<file path="src/rtl/debug_rom_pkg.sv">
// Shared types and constants for the APB debug ROM table: FSM states,
// CoreSight ID register offsets/values and entry-format bit positions.
package debug_rom_pkg;

  typedef enum logic [1:0] {IDLE, WAIT, PWR, RESP} state_e;

  localparam logic [7:0] CID0_VAL = 8'h0D;
  localparam logic [7:0] CID1_VAL = 8'h10;
  localparam logic [7:0] CID2_VAL = 8'h05;
  localparam logic [7:0] CID3_VAL = 8'hB1;

  localparam logic [11:0] OFF_PID4 = 12'hFD0;
  localparam logic [11:0] OFF_PID5 = 12'hFD4;
  localparam logic [11:0] OFF_PID6 = 12'hFD8;
  localparam logic [11:0] OFF_PID7 = 12'hFDC;
  localparam logic [11:0] OFF_PID0 = 12'hFE0;
  localparam logic [11:0] OFF_PID1 = 12'hFE4;
  localparam logic [11:0] OFF_PID2 = 12'hFE8;
  localparam logic [11:0] OFF_PID3 = 12'hFEC;
  localparam logic [11:0] OFF_CID0 = 12'hFF0;
  localparam logic [11:0] OFF_CID1 = 12'hFF4;
  localparam logic [11:0] OFF_CID2 = 12'hFF8;
  localparam logic [11:0] OFF_CID3 = 12'hFFC;

  localparam int ENTRY_FMT_BIT     = 1;
  localparam int ENTRY_PRESENT_BIT = 0;

endpackage

</file>
<file path="src/rtl/debug_rom_id_regs.sv">
// Combinational decode of a word-aligned table offset to its peripheral /
// component ID value; anything that is not an ID register reads as zero.
module debug_rom_id_regs
  import debug_rom_pkg::*;
#(
  parameter logic [11:0] PART_NUM    = 12'h004,
  parameter logic [6:0]  JEP106_ID   = 7'h00,
  parameter logic [3:0]  JEP106_CONT = 4'h0,
  parameter logic [3:0]  REVISION    = 4'h0
) (
  input  logic [11:0] off_i,
  output logic [31:0] val_o
);

  always_comb begin
    val_o = '0;
    case (off_i)
      OFF_PID4: val_o[7:0] = {4'h0, JEP106_CONT};
      OFF_PID0: val_o[7:0] = PART_NUM[7:0];
      OFF_PID1: val_o[7:0] = {JEP106_ID[3:0], PART_NUM[11:8]};
      OFF_PID2: val_o[7:0] = {REVISION, 1'b1, JEP106_ID[6:4]};
      OFF_CID0: val_o[7:0] = CID0_VAL;
      OFF_CID1: val_o[7:0] = CID1_VAL;
      OFF_CID2: val_o[7:0] = CID2_VAL;
      OFF_CID3: val_o[7:0] = CID3_VAL;
      default:  val_o = '0;
    endcase
  end

endmodule

</file>
<file path="src/rtl/debug_rom_table_apb.sv">
// APB slave serving a CoreSight-style ROM table; entry reads may first
// request power-up of the component's domain and report presence.
module debug_rom_table_apb
  import debug_rom_pkg::*;
#(
  parameter int          NUM_ENTRIES = 7,
  parameter int          RD_WAIT     = 1,
  parameter int          PWR_TIMEOUT = 256,
  parameter logic [11:0] PART_NUM    = 12'h004,
  parameter logic [6:0]  JEP106_ID   = 7'h00,
  parameter logic [3:0]  JEP106_CONT = 4'h0,
  parameter logic [3:0]  REVISION    = 4'h0
) (
  input  logic                        clk_i,
  input  logic                        rst_i,
  input  logic                        psel_i,
  input  logic                        penable_i,
  input  logic                        pwrite_i,
  input  logic [11:0]                 paddr_i,
  output logic [31:0]                 prdata_o,
  output logic                        pready_o,
  output logic                        pslverr_o,
  input  logic [NUM_ENTRIES*20-1:0]   entry_base_i,
  input  logic [NUM_ENTRIES-1:0]      pd_on_i,
  output logic [NUM_ENTRIES-1:0]      pwrreq_o
);

  localparam int          IW        = (NUM_ENTRIES > 1) ? $clog2(NUM_ENTRIES) : 1;
  localparam logic [15:0] WAIT_LAST = 16'(RD_WAIT - 1);
  localparam logic [15:0] PWR_LAST  = 16'(PWR_TIMEOUT - 1);

  state_e                        state_q;
  logic [9:0]                    addr_q;
  logic                          wr_q;
  logic [15:0]                   cnt_q;
  logic [NUM_ENTRIES-1:0]        pwrreq_q;
  logic                          pready_q, pslverr_q;
  logic [31:0]                   prdata_q;

  logic [NUM_ENTRIES-1:0][19:0]  base_arr;
  logic [9:0]                    cur_word;
  logic                          cur_wr;
  logic [IW-1:0]                 ent;
  logic                          is_entry, ent_on, setup, exit_now, need_pwr;
  logic [31:0]                   id_val, entry_val, resp_data;
  logic                          unused_addr_lsb;

  assign base_arr        = entry_base_i;
  assign unused_addr_lsb = ^paddr_i[1:0];
  assign setup           = psel_i && !penable_i;

  // In IDLE the live bus address is used so a zero-wait read can decide
  // its next state on the setup edge; afterwards the captured copy is used.
  assign cur_word = (state_q == IDLE) ? paddr_i[11:2] : addr_q;
  assign cur_wr   = (state_q == IDLE) ? pwrite_i : wr_q;
  assign ent      = cur_word[IW-1:0];
  assign is_entry = cur_word < 10'(NUM_ENTRIES);
  assign ent_on   = is_entry && pd_on_i[ent];
  assign need_pwr = !cur_wr && is_entry && !ent_on;
  assign exit_now = (RD_WAIT == 0) ? (state_q == IDLE && setup)
                                   : (state_q == WAIT && psel_i && cnt_q == WAIT_LAST);

  debug_rom_id_regs #(
    .PART_NUM    (PART_NUM),
    .JEP106_ID   (JEP106_ID),
    .JEP106_CONT (JEP106_CONT),
    .REVISION    (REVISION)
  ) u_id_regs (
    .off_i ({cur_word, 2'b00}),
    .val_o (id_val)
  );

  always_comb begin
    entry_val                    = '0;
    entry_val[31:12]             = base_arr[ent];
    entry_val[ENTRY_FMT_BIT]     = 1'b1;
    entry_val[ENTRY_PRESENT_BIT] = ent_on;
    resp_data = cur_wr ? 32'h0 : (is_entry ? entry_val : id_val);
  end

  always_ff @(posedge clk_i or posedge rst_i) begin
    if (rst_i) begin
      state_q   <= IDLE;
      addr_q    <= '0;
      wr_q      <= 1'b0;
      cnt_q     <= '0;
      pwrreq_q  <= '0;
      pready_q  <= 1'b0;
      pslverr_q <= 1'b0;
      prdata_q  <= '0;
    end else begin
      case (state_q)
        IDLE: if (setup) begin
          addr_q  <= paddr_i[11:2];
          wr_q    <= pwrite_i;
          cnt_q   <= '0;
          state_q <= WAIT;
        end
        WAIT: if (!psel_i) begin
          state_q <= IDLE;
          cnt_q   <= '0;
        end else begin
          cnt_q <= cnt_q + 16'd1;
        end
        PWR: if (!psel_i) begin
          state_q  <= IDLE;
          cnt_q    <= '0;
          pwrreq_q <= '0;
        end else if (ent_on || cnt_q == PWR_LAST) begin
          // Timeout is not an error: the entry simply reads as not present.
          state_q   <= RESP;
          cnt_q     <= '0;
          pwrreq_q  <= '0;
          pready_q  <= 1'b1;
          pslverr_q <= 1'b0;
          prdata_q  <= resp_data;
        end else begin
          cnt_q <= cnt_q + 16'd1;
        end
        RESP: begin
          state_q   <= IDLE;
          pready_q  <= 1'b0;
          pslverr_q <= 1'b0;
          prdata_q  <= '0;
        end
        default: state_q <= IDLE;
      endcase

      if (exit_now) begin
        cnt_q <= '0;
        if (need_pwr) begin
          state_q  <= PWR;
          pwrreq_q <= NUM_ENTRIES'(1) << ent;
        end else begin
          state_q   <= RESP;
          pready_q  <= 1'b1;
          pslverr_q <= cur_wr;
          prdata_q  <= resp_data;
        end
      end
    end
  end

  assign prdata_o  = prdata_q;
  assign pready_o  = pready_q;
  assign pslverr_o = pslverr_q;
  assign pwrreq_o  = pwrreq_q;

endmodule

</file>
<file path="config.mk">
export PLATFORM = sky130hd
export DESIGN_NAME = debug_rom_table_apb
export DESIGN_NICKNAME = d
export VERILOG_FILES = /design/src/rtl/debug_rom_pkg.sv /design/src/rtl/debug_rom_id_regs.sv /design/src/rtl/debug_rom_table_apb.sv
export SDC_FILE = /design/constraint.sdc
export NUM_CORES = 1
export LEC_CHECK = 0
export ABC_CLOCK_PERIOD_IN_PS = 4700
export BUFFER_PORTS_ARGS = -buffer_cell sky130_fd_sc_hd__buf_2
export CORE_UTILIZATION = 52
export CTS_CLUSTER_SIZE = 20
export DETAILED_ROUTE_END_ITERATION = 8
export PLACE_DENSITY = 0.88
export SYNTH_ARGS = -nofsm -noshare
export SYNTH_HDL_FRONTEND = slang
export SYNTH_SLANG_ARGS = --single-unit
</file>
<file path="constraint.sdc">
create_clock -name clk_i -period 4.7 [get_ports clk_i]
set_clock_uncertainty 0.05 [all_clocks]
set_input_delay 0.47 -clock clk_i [delete_from_list [all_inputs] [get_ports clk_i]]
set_output_delay 0.47 -clock clk_i [all_outputs]
set_load 0.005 [all_outputs]
</file>
==> impl_summary.log <==
[metrics] outcome: complete, no violations
[metrics] post-synthesis net count: 687
[metrics] TritonCTS buffer count: 9
[metrics] cell type contributing the most total cell area after synthesis: dfrtp_1
[metrics] initial DRC count: 247
[metrics] minimum period implied by the final worst setup slack: 3.93 ns
[metrics] number of levels in the clock H-tree: 3
[metrics] clock tree from TritonCTS: built
[metrics] critical path's top delay family: simple AND/OR/NAND/NOR gates
[metrics] Peak Freq: 255 MHz
[metrics] worst path bufs/invs: 3
[metrics] source-to-sink clock delay at the later pin of the worst-skew pair: 0.34 ns
[metrics] crit path DAT: 4.12 ns
[metrics] most repeated cell in the gate-level netlist after synthesis: nand2_1
[metrics] Max IR drop VDD: 329 µV
[metrics] clock net sink count: 70
[metrics] wire length per cell after detailed routing: 17.9 µm
[metrics] global placer's final weighted congestion: 0.893
[metrics] critical path, cell by cell: inv_1 -> ha_1 -> or4b_2 -> o22a_1 -> nor3_2 -> and2_1 -> buf_4 -> o221a_2 -> buf_4 -> mux2i_1
[metrics] height of the die: 97.0 µm
[metrics] remaining global-route overflow: 0
[metrics] total via count in the routed design: 4929
[metrics] area share of the largest cell type after synthesis: 0.373
[metrics] leading cell types by count after synthesis: nand2_1, dfrtp_1, a21oi_1, o21ai_0, mux2i_1
[metrics] HPWL reported at the end of detailed placement: 10900 µm
[metrics] worst slew margin relative to its limit: 0.407
[metrics] setup total negative slack: 0 ns
[metrics] instance area at placement: 5750 µm²
[metrics] final-report hold violation count: 0
[metrics] post-synthesis cell area: 4700 µm²
[metrics] aggregate global-route resource usage: 0.313
[metrics] path class of the lowest-slack min-delay path: input port to asynchronous set/reset pin
[metrics] count of max-cap constraint violations: 0
[metrics] residual DRC count: 0
[metrics] Area growth syn-to-layout: 26.1%
[metrics] post-route standard cell area excluding fillers: 5920 µm²
[metrics] path length in cells of the critical path: 10
[metrics] unrepaired setup endpoints after global routing: no
[metrics] die area: 9410 µm²
[metrics] count of pins over their slew limit: 0
[metrics] standard-cell row count: 34
[metrics] Port Buf Inserts: 202
[metrics] most numerous cell on the critical path: buf_4
[metrics] power per cell area: 472 nW/µm²
[metrics] Top FF cell, synth: dfrtp_1
[metrics] category of the worst setup path launch point: register
[metrics] leakage: 2.96 nW
[metrics] main area contributors after synthesis: dfrtp_1, mux4_2, nand2_1
[metrics] Detailed Route WL: 14600 µm
[metrics] cell at the root of the clock tree: clkbuf_8
[metrics] Detail Route Antenna Nets: 0
[metrics] Clock Path Buffers: 2
[metrics] actual slew at the worst max-slew pin: 0.890 ns
[metrics] die outline width: 97.0 µm
[metrics] Post-CTS Setup Bufs: 0
[metrics] Slowest Stage Delay on Critical Path: 0.72 ns
[metrics] Crit. End Element: register
[metrics] number of hold buffers added after CTS: 0
[metrics] number of antenna violations at the first check in global routing: 3
[metrics] post-CTS resize count: 0
[metrics] number of synthesized flops with an enable pin: 0
[metrics] final setup violating endpoints: 0
[metrics] fraction of layout instances using a drive strength above 1: 0.382
[metrics] initial core utilization: 0.538
[metrics] Crit path required time: 4.90 ns
[metrics] Synth async-reset ratio: 1.00
[metrics] pin count of the biggest net entering global routing: 71
[metrics] detailed-route vias per instance: 6.03
[metrics] first-pass detailed-route iteration total: 5
[metrics] count of nets after finishing: 875
[metrics] critical path's slowest cell: ha_1
[metrics] mean area per synthesized cell: 9.08 µm²
[metrics] via count of the first global-routing pass: 4714
[metrics] Clock Pin Slew Worst Setup and Hold Paths: 0.07 ns
[metrics] worst reg2reg path depth: 10
[metrics] cells after synthesis: 517
[metrics] Tcrit/Tclk final: 0.835
[metrics] number of library cell types mapped by synthesis: 54
[metrics] core box area: 8720 µm²
[metrics] number of warnings issued by yosys: 0
[metrics] post-synthesis sequential element count: 70
[metrics] wire length of the first global-routing pass: 23500 µm
[metrics] post-synthesis sequential area ratio: 0.373
[metrics] Critical Setup Path Class: register to register
[metrics] Top-Level Pins: 205
[metrics] highest fanout seen on the critical path: 33
-- through the flow --
step                      hold slack [ns]  power, mW  std cells  worst slack (ns)  utilization
after floorplan                     0.415       1.98        517              1.96            -
after global placement              0.413       2.29        802              1.02        0.660
after detailed placement            0.417       2.36        802             0.827        0.660
after CTS                           0.335       2.78        815             0.807        0.678
after global routing                0.345       2.99        815             0.581        0.678
final                               0.325       2.80        817             0.774        0.679
-- where the power goes --
part / total [mW] / leakage, nW / switching (mW) / internal, mW
registers: 0.748 / 0.947 / 0.0706 / 0.678
logic: 1.63 / 1.92 / 0.965 / 0.663
clock network: 0.418 / 0.0869 / 0.209 / 0.210
total: 2.80 / 2.96 / 1.24 / 1.55
-- tightest hold or removal path: cells and delay by family --
kind,cells,cell delay [ns]
buf+inv,3,0.78
-- flip-flops by register name, indices dropped and copies added (netlist names) --
signal and flops:
prdata_o 32, cnt_q 16, pwrreq_o 7, addr_q 10, pready_o 1, wr_q 1
state_q 2, pslverr_o 1
-- final timing paths --
path / start / to / slack, ns
min in group clk_i: paddr_i[10] / addr_q[8] / 0.35
hold reg to reg: pready_o / pready_o / 0.44
setup reg to reg: state_q[1] / prdata_o[0] / 0.77
setup / recovery: state_q[1] / prdata_o[0] / 0.77
max in group asynchronous: rst_i / pwrreq_o[6] / 3.67
hold / removal: rst_i / prdata_o[10] / 0.33
-- final cells by class --
class	instances	area, µm²
flip-flops and latches	70	1750
fillers	697	2800
repair buffers	213	1090
multi-input cells	395	2710
clock inverters	2	10.0
inverters	16	60.1
clock buffers	11	151
well taps	108	135
diodes	2	5.00
-- cells in the final DEF (no fill, tap or decap), types with 2 or more instances in the layout --
master | synthesis | routed
buf_2 | 4 | 202
nand2_1 | 108 | 108
dfrtp_1 | 70 | 70
a21oi_1 | 47 | 47
o21ai_0 | 33 | 33
mux2i_1 | 26 | 25
mux4_2 | 20 | 20
nor2_1 | 19 | 19
inv_1 | 16 | 15
o211ai_1 | 15 | 15
mux2_2 | 14 | 14
nand4_1 | 13 | 13
nand3_1 | 13 | 13
a32o_1 | 11 | 11
clkbuf_8 | 0 | 11
buf_4 | 3 | 11
and3_1 | 9 | 9
or4_1 | 8 | 8
ha_1 | 6 | 6
nand2b_1 | 4 | 4
nor4_1 | 4 | 4
nor3_1 | 4 | 4
and2_1 | 4 | 4
o2bb2ai_1 | 3 | 3
a31oi_1 | 3 | 3
diode_2 | 0 | 2
nor4b_1 | 2 | 2
o22a_1 | 2 | 2
a21boi_0 | 2 | 2
a21o_1 | 2 | 2
clkinv_2 | 0 | 2
-- routing by layer --
| layer | share of wire | global-route usage |
|---|---|---|
| met5 | 0 | 0 |
| met4 | 0.017 | 0.115 |
| met3 | 0.11 | 0.0939 |
| met2 | 0.47 | 0.476 |
| met1 | 0.40 | 0.423 |
-- kinds of logic (layout without fill, tap and decap cells) --
| kind of cell | after synthesis | count (layout) | synth area share |
|---|---|---|---|
| mux | 61 | 61 | 0.188 |
| flops | 70 | 70 | 0.373 |
| other cells | 0 | 2 | 0 |
| fa+ha+maj | 6 | 6 | 0.0160 |
| buf+inv | 52 | 242 | 0.0498 |
| simple gates | 196 | 196 | 0.197 |
| compound gates | 132 | 132 | 0.176 |
No activity file was read; power rests on OpenSTA's default activity.
